`src/rtl/sha256_pkg.sv`:
```
// Shared SHA-256 constants, output FSM state encoding and the nibble-to-ASCII helper.
// Pure declarations; no logic, no latency, no flow control.
package sha256_pkg;

    localparam int SHA256_DIGEST_BITS  = 256;
    localparam int SHA256_DIGEST_BYTES = SHA256_DIGEST_BITS / 8;

    localparam logic ENC_IDLE = 1'b0;
    localparam logic ENC_SEND = 1'b1;

    typedef enum logic {
        IDLE = ENC_IDLE,
        SEND = ENC_SEND
    } state_t;

    // Lowercase hex digit: 0-9 -> '0'..'9', 10-15 -> 'a'..'f'.
    function automatic logic [7:0] nibble_to_ascii(input logic [3:0] n);
        if (n < 4'd10)
            return 8'h30 + {4'h0, n};
        else
            return 8'h61 + {4'h0, n} - 8'd10;
    endfunction

endpackage

```
`src/rtl/sha256_hex_nibble.sv`:
```
// Converts one 4-bit nibble to its lowercase ASCII hex character.
// Purely combinational; no latency, no flow control.
module sha256_hex_nibble
    import sha256_pkg::*;
(
    input  logic [3:0] nibble,
    output logic [7:0] ascii
);

    assign ascii = nibble_to_ascii(nibble);

endmodule

```
`src/rtl/sha256_digest_serializer.sv`:
```
// Captures a finished digest on the core's done pulse and streams it MSB-first as bytes or hex chars.
// First beat 1 clk after capture; dready stalls hold dout/dlast/state, no dready->dout path.
module sha256_digest_serializer
    import sha256_pkg::*;
#(
    parameter int DIGEST_BITS = SHA256_DIGEST_BITS,
    parameter bit HEX_MODE    = 1'b0
) (
    input  logic                   clk,
    input  logic                   rst_n,
    input  logic [DIGEST_BITS-1:0] digest,
    input  logic                   digest_valid,
    output logic [7:0]             dout,
    output logic                   dvalid,
    output logic                   dlast,
    input  logic                   dready,
    output logic                   busy,
    output logic                   overrun
);

    localparam int BEATS = HEX_MODE ? (2 * DIGEST_BITS / 8) : (DIGEST_BITS / 8);
    localparam int CW    = (BEATS > 1) ? $clog2(BEATS) : 1;
    localparam logic [CW-1:0] LAST_BEAT = CW'(BEATS - 1);

    state_t                 state, state_nxt;
    logic [DIGEST_BITS-1:0] shreg, shreg_nxt;
    logic [CW-1:0]          cnt, cnt_nxt;
    logic                   overrun_nxt;
    logic                   at_last;
    logic                   accept;
    logic [7:0]             sym;

    assign at_last = (cnt == LAST_BEAT);
    assign accept  = (state == SEND) && dready;

    always_ff @(posedge clk or negedge rst_n) begin
        if (!rst_n) begin
            state   <= IDLE;
            shreg   <= '0;
            cnt     <= '0;
            overrun <= 1'b0;
        end else begin
            state   <= state_nxt;
            shreg   <= shreg_nxt;
            cnt     <= cnt_nxt;
            overrun <= overrun_nxt;
        end
    end

    always_comb begin
        state_nxt   = state;
        shreg_nxt   = shreg;
        cnt_nxt     = cnt;
        overrun_nxt = overrun;
        case (state)
            IDLE: begin
                if (digest_valid) begin
                    shreg_nxt = digest;
                    cnt_nxt   = '0;
                    state_nxt = SEND;
                end
            end
            SEND: begin
                if (accept && at_last) begin
                    // A done pulse coinciding with the final handshake chains the next digest with no gap.
                    if (digest_valid) begin
                        shreg_nxt = digest;
                        cnt_nxt   = '0;
                    end else begin
                        state_nxt = IDLE;
                    end
                end else begin
                    if (digest_valid)
                        overrun_nxt = 1'b1;
                    if (accept) begin
                        cnt_nxt = cnt + CW'(1);
                        if (!HEX_MODE || cnt[0])
                            shreg_nxt = {shreg[DIGEST_BITS-9:0], 8'h00};
                    end
                end
            end
            default: state_nxt = IDLE;
        endcase
    end

    generate
        if (HEX_MODE) begin : g_hex
            logic [3:0] nib;
            // Even beats carry the high nibble of the current byte, odd beats the low nibble.
            assign nib = cnt[0] ? shreg[DIGEST_BITS-5 -: 4] : shreg[DIGEST_BITS-1 -: 4];
            sha256_hex_nibble u_hex_nibble (
                .nibble (nib),
                .ascii  (sym)
            );
        end else begin : g_raw
            assign sym = shreg[DIGEST_BITS-1 -: 8];
        end
    endgenerate

    assign dvalid = (state == SEND);
    assign busy   = (state == SEND);
    assign dlast  = (state == SEND) && at_last;
    assign dout   = (state == SEND) ? sym : 8'h00;

endmodule

```
`config.mk`:
```
export PLATFORM = sky130hd
export DESIGN_NAME = sha256_digest_serializer
export DESIGN_NICKNAME = d
export VERILOG_FILES = /design/src/rtl/sha256_pkg.sv /design/src/rtl/sha256_hex_nibble.sv /design/src/rtl/sha256_digest_serializer.sv
export SDC_FILE = /design/constraint.sdc
export NUM_CORES = 1
export LEC_CHECK = 0
export CAP_MARGIN = 30
export CORE_MARGIN = 5
export CORE_UTILIZATION = 50
export CTS_CLUSTER_SIZE = 28
export DETAILED_ROUTE_END_ITERATION = 6
export PLACE_DENSITY = 0.82
export SYNTH_ARGS = -nofsm -noshare
export SYNTH_HDL_FRONTEND = slang
export SYNTH_SLANG_ARGS = --single-unit
```
`constraint.sdc`:
```
create_clock -name clk -period 2.3 [get_ports clk]
set_input_delay 0.23 -clock clk [delete_from_list [all_inputs] [get_ports clk]]
set_output_delay 0.23 -clock clk [all_outputs]
set_load 0.03 [all_outputs]
```
* After elaboration in Yosys (flattened, before gate mapping)
Cells that the tools add are included.
** Storage, ports and cells
- Output and inout bits :: 12
- Bits in registers :: 263
- Bits of input ports :: 260
- Word-level logic and storage cells :: 25
** Cells by class
- Bitwise logic cells :: 2
- Add/sub/neg operators :: 1
- Reductions and logical operators :: 4
- Mux-type cells :: 12
- Equality and inequality tests :: 2
** Operator list (number)
- 256-bit 2-to-1 mux :: 3
- 256-bit one-hot mux with 2 select lines :: 1
- 5-bit 2-to-1 mux :: 3
- 5-bit one-hot mux with 2 select lines :: 1
- 8-bit 2-to-1 mux :: 1
- 5-bit by 1-bit adder with 5-bit output (second input constant) :: 1
- 5-bit equality test (second input constant) :: 1
- 1-bit logical AND :: 3
- 3-bit by 1-bit inequality test with 1-bit output (second input constant) :: 1
- 3-bit AND reduction :: 1
- 1-bit 2-to-1 mux :: 2
- 1-bit inverter :: 2
- 1-bit one-hot mux with 2 select lines :: 1

* Logic depth before layout (Yosys ltp)
Gate-level depths: netlist (run 1).
- Depth after elaboration :: 4
- Gate-level depth with buffers :: 9
- Gate-level depth less buffers :: 6

* Worst setup path before layout (run 1)
No wires, ideal clock.
- Path type :: register -> register
- From :: register cnt[0]
- To :: register shreg[240]
- Library setup time :: 0.123 ns
- Path buffers :: 2
- Slack :: 0.209 ns
- Clock period less this slack :: 2.091 ns
- Data arrival time :: 1.968 ns
- Data required time :: 2.177 ns
- Cell stages (with the launch flop) :: 9
- Cells stage by stage :: dfrtp_1 > ha_1 > and3_1 > ha_1 > and3b_1 > buf_6 > clkbuf_1 > or2b_1 > o221a_2
** Between the ends
- Longest elaborated chain between the ends :: 4
- Elaborated cells on any way between the ends :: 5
- Classes of those cells :: 2 x eq/ne; 2 x mux; 1 x reduce/logical
** Ends and longest elaborated chain
- start, declared :: line sha256_digest_serializer.sv:27 : logic [CW-1:0] cnt, cnt_nxt;
- start signal, assigned :: line sha256_digest_serializer.sv:45 : cnt <= cnt_nxt;
- 5-bit equality test * :: line sha256_digest_serializer.sv:33 : assign at_last = (cnt == LAST_BEAT);
- 1-bit logical AND * :: line sha256_digest_serializer.sv:64 : if (accept && at_last) begin
- 256-bit 2-to-1 mux :: line sha256_digest_serializer.sv:64
- 256-bit one-hot mux with 2 select lines :: line sha256_digest_serializer.sv:55 : case (state)
- end signal, assigned :: line sha256_digest_serializer.sv:44 : shreg <= shreg_nxt;
- end, declared :: line sha256_digest_serializer.sv:26 : logic [DIGEST_BITS-1:0] shreg, shreg_nxt;
Every way passes the cells marked *; elsewhere a longest branch is shown, timed or not.
A chain may end at the register's enable or synchronous reset.

* Worst setup path after layout (run 1)
- From :: register cnt[0]
- To :: register shreg[220]
Same word-level chain as after synthesis.

==> results.sh, run 1 <==
export IMPL_rr_worst_depth=7
export IMPL_yosys_area_top_type="dfrtp_1"
export IMPL_synth_simple_area_share_pct=14.02
export IMPL_rr_endpoint="shreg[220]"
export IMPL_cts_buffer_depth=3
export IMPL_cts_tree="yes"
export IMPL_hold_viol_final=0
export IMPL_cts_buffers_inserted=28
export IMPL_post_place_ws_ps=29.21
export IMPL_critPathArrivalTime_ps=2690
export IMPL_synthXorXnorAreaFrac_pct=0
export IMPL_synth_top_family_by_area="compound AO/OA/AOI/OAI gates"
export IMPL_htree_num_levels=1
export IMPL_syn_cell_area_mm2=0.01185
export IMPL_yosysSeqAreaShare_pct=55.53
export IMPL_synthAdderAreaFrac_pct=0.2111
export IMPL_detail_route_antenna_nets=0
export IMPL_synthArstFlopShare_pct=100.0
export IMPL_p_per_area_mw_per_mm2=789.4
export IMPL_grt_util_met1_pct=32.27
export IMPL_ys_ff_latch=263
export IMPL_grt_start_max_net_pins=75
export IMPL_synthDominantCellAreaShare_pct=55.53
export IMPL_grtUsageTotal_pct=23.13
export IMPL_drive_above_1_share_pct=19.37
export IMPL_portBuffers=271
export IMPL_whs_ps=228.4
export IMPL_ys_warnings_count=0
export IMPL_drc=0
export IMPL_grt_pass1_wl_um=49750
export IMPL_die_x_um=164.0
export IMPL_postSynthAreaPerCell_um2=13.33
export IMPL_met2_usage_pct=36.68
export IMPL_synth_compound_area_share_pct=24.60
export IMPL_drt_first_pass_iters=5
export IMPL_synthMuxAreaShare_pct=0.5595
export IMPL_die_area_mm2=0.02688
export IMPL_netlist_instances=889
export IMPL_coreArea_mm2=0.02340
export IMPL_hold_path_class="input port to async pin"
export IMPL_multi_input_area_mm2=0.004697
export IMPL_final_nets=1422
export IMPL_cts_sinks=263
export IMPL_critPathKind="register to register"
export IMPL_viasPerCell=5.851
export IMPL_timing_final_crit_share_pct=97.03
export IMPL_grt_overflow_total=0
export IMPL_synth_edf_count=0
export IMPL_dpl_hpwl_um=21690
export IMPL_pin_count=272
export IMPL_synthFlopType="dfrtp_1"
export IMPL_post_route_min_period_ps=2232
export IMPL_endpoint_kind="register"
export IMPL_tightest_slew_ps=586.5
export IMPL_syn_nets=1151
export IMPL_clock_latency_ps=530
export IMPL_p_leak_nw=6.005
export IMPL_via_count=8794
export IMPL_synth_cells_most_frequent="263 x dfrtp_1, 240 x nand2b_1, 138 x o221a_1"
export IMPL_area_delta_synth_final_pct=36.87
export IMPL_initial_utilization_pct=50.64
export IMPL_cp_required_ps=2760
export IMPL_fillers=1677
export IMPL_synth_cell_type_count=30
export IMPL_rr_startpoint="cnt[0]"
export IMPL_setup_viol=0
export IMPL_fmax_mhz=448.1
export IMPL_crit_path_start_kind="register"
export IMPL_relSlewSlack_pct=60.90
export IMPL_fin_ws_ps=68.33
export IMPL_cts_root_buf="clkbuf_16"
export IMPL_yosys_top_cells_area="dfrtp_1 56%, o221a_1 13%, nand2b_1 13%"
export IMPL_ir_drop_mv=0.5586
export IMPL_totalWireLength_um=32520
export IMPL_gp_congestion=0.8208
export IMPL_status="finished clean"
export IMPL_antenna_found_initial=0
export IMPL_drv_cap=0
export IMPL_top_usage_layer="met2"
export IMPL_synth_most_common_cell="dfrtp_1"
export IMPL_drtIter0Drc=830
export IMPL_die_h_um=164.0
export IMPL_grt_pass1_vias=9237
export IMPL_maxSlewViolCount=0
export IMPL_num_rows=56
export IMPL_wl_per_cell_um=21.63
export IMPL_skew_ps=15.49
export IMPL_met3_usage_pct=5.897
export IMPL_cp_max_fo=26
export IMPL_clk_pin_slew_ps=60
export IMPL_seqCellArea_mm2=0.006583
export IMPL_rrSetupSlack_ps=70
==> logic make-up after synthesis <==
| group | count (synthesis) |
|---|---|
| multiplexers | 6 |
| AO/OA/AOI/OAI | 264 |
| AND/OR/NAND/NOR | 264 |
| flip-flops | 263 |
| adder cells (fa/ha/maj) | 2 |
| buffers and inverters | 90 |
==> layout make-up <==
| cell class | count | share of cell area [%] |
|---|---|---|
| well taps | 319 | 2.461 |
| flip-flops and latches | 263 | 40.58 |
| diodes | 2 | 0.03085 |
| repair buffers | 328 | 21.85 |
| multi-input cells | 536 | 28.96 |
| clock buffers | 37 | 4.960 |
| inverters | 3 | 0.06942 |
| clock inverters | 15 | 1.095 |
==> through the flow <==
step | TNS, ps | instances | cell area [um2] | utilization (%) | power (mW)
6_report | 0 | 1503 | 16220 | 69.31 | 12.81
4_1_cts | 0 | 1493 | 16070 | 68.65 | 12.89
2_1_floorplan | 0 | 889 | 11850 | - | 7.091
5_1_grt | -77.13 | 1501 | 16220 | 69.29 | 13.39
3_3_place_gp | 0 | 1439 | 15040 | 64.26 | 8.030
3_5_place_dp | 0 | 1439 | 15040 | 64.26 | 8.121
==> cell usage in the layout (no fill, tap or decap), types with 2 or more instances in the layout <==
cell type,count
clkdlybuf4s50_1,265
clkbuf_16,32
diode_2,2
dfrtp_1,262
buf_6,2
a22o_1,10
and2_1,10
inv_1,3
clkbuf_8,7
clkbuf_1,2
bufinv_16,3
buf_12,23
o21ai_0,2
mux2_2,5
clkinv_2,7
o221a_1,138
buf_4,26
nand2b_1,240
or2b_1,6
dlymetal6s2s_1,4
o221a_2,108
==> worst max path at each step <==
stage | startpoint | endpoint | depth (start not counted)
2_1_floorplan | cnt[0] | shreg[240] | 8
3_3_place_gp | cnt[0] | cnt[0] | 6
3_5_place_dp | cnt[0] | cnt[0] | 6
4_1_cts | cnt[0] | shreg[244] | 8
5_1_grt | cnt[0] | shreg[218] | 7
6_report | cnt[0] | shreg[220] | 7
==> state kept, by name, indices dropped and copies added, names as in the netlist <==
register / cells
busy: 1
cnt: 5
overrun: 1
shreg: 256
==> where the power goes <==
group          leakage, nW  switching, mW  total (mW)  internal (mW)
clock                0.489           1.88        4.69           2.81
sequential            2.73          0.451        5.85           5.40
combinational         2.79          0.776        2.26           1.49
==> worst max-delay path: stages (launching register included) <==
cell     delay [ps]
dfrtp_1         420
ha_1            250
and3_1          200
ha_2            210
a21bo_2         260
nand2_4         220
buf_4           350
o221a_1         240
==> per-layer routing <==
metal,up-vias,part of all wire (%)
met5,-,0
met4,0,2.1
met3,46,8.9
li1,3970,-
met1,4416,42
met2,362,47
==> repair_timing <==
item,in CTS,in global routing
gates resized for setup,7,7
setup endpoints to repair,11,181
cloned,1,4
setup buffers,0,4
hold endpoints to repair,51,0
pin swaps,0,0
hold buffers,1,0
No activity file was read; power rests on OpenSTA's default activity.
==> run 2, diff against run 1 <==
--- a/config.mk
+++ b/config.mk
@@ -13,4 +13,5 @@
 export PLACE_DENSITY = 0.82
 export SYNTH_ARGS = -nofsm -noshare
 export SYNTH_HDL_FRONTEND = slang
+export SYNTH_HIERARCHICAL = 1
 export SYNTH_SLANG_ARGS = --single-unit
==> results of run 2 <==
Same layout as run 1: the final DEF is identical, and so are final timing and power.
Main changes from that run: Yosys warning count 0 -> 6
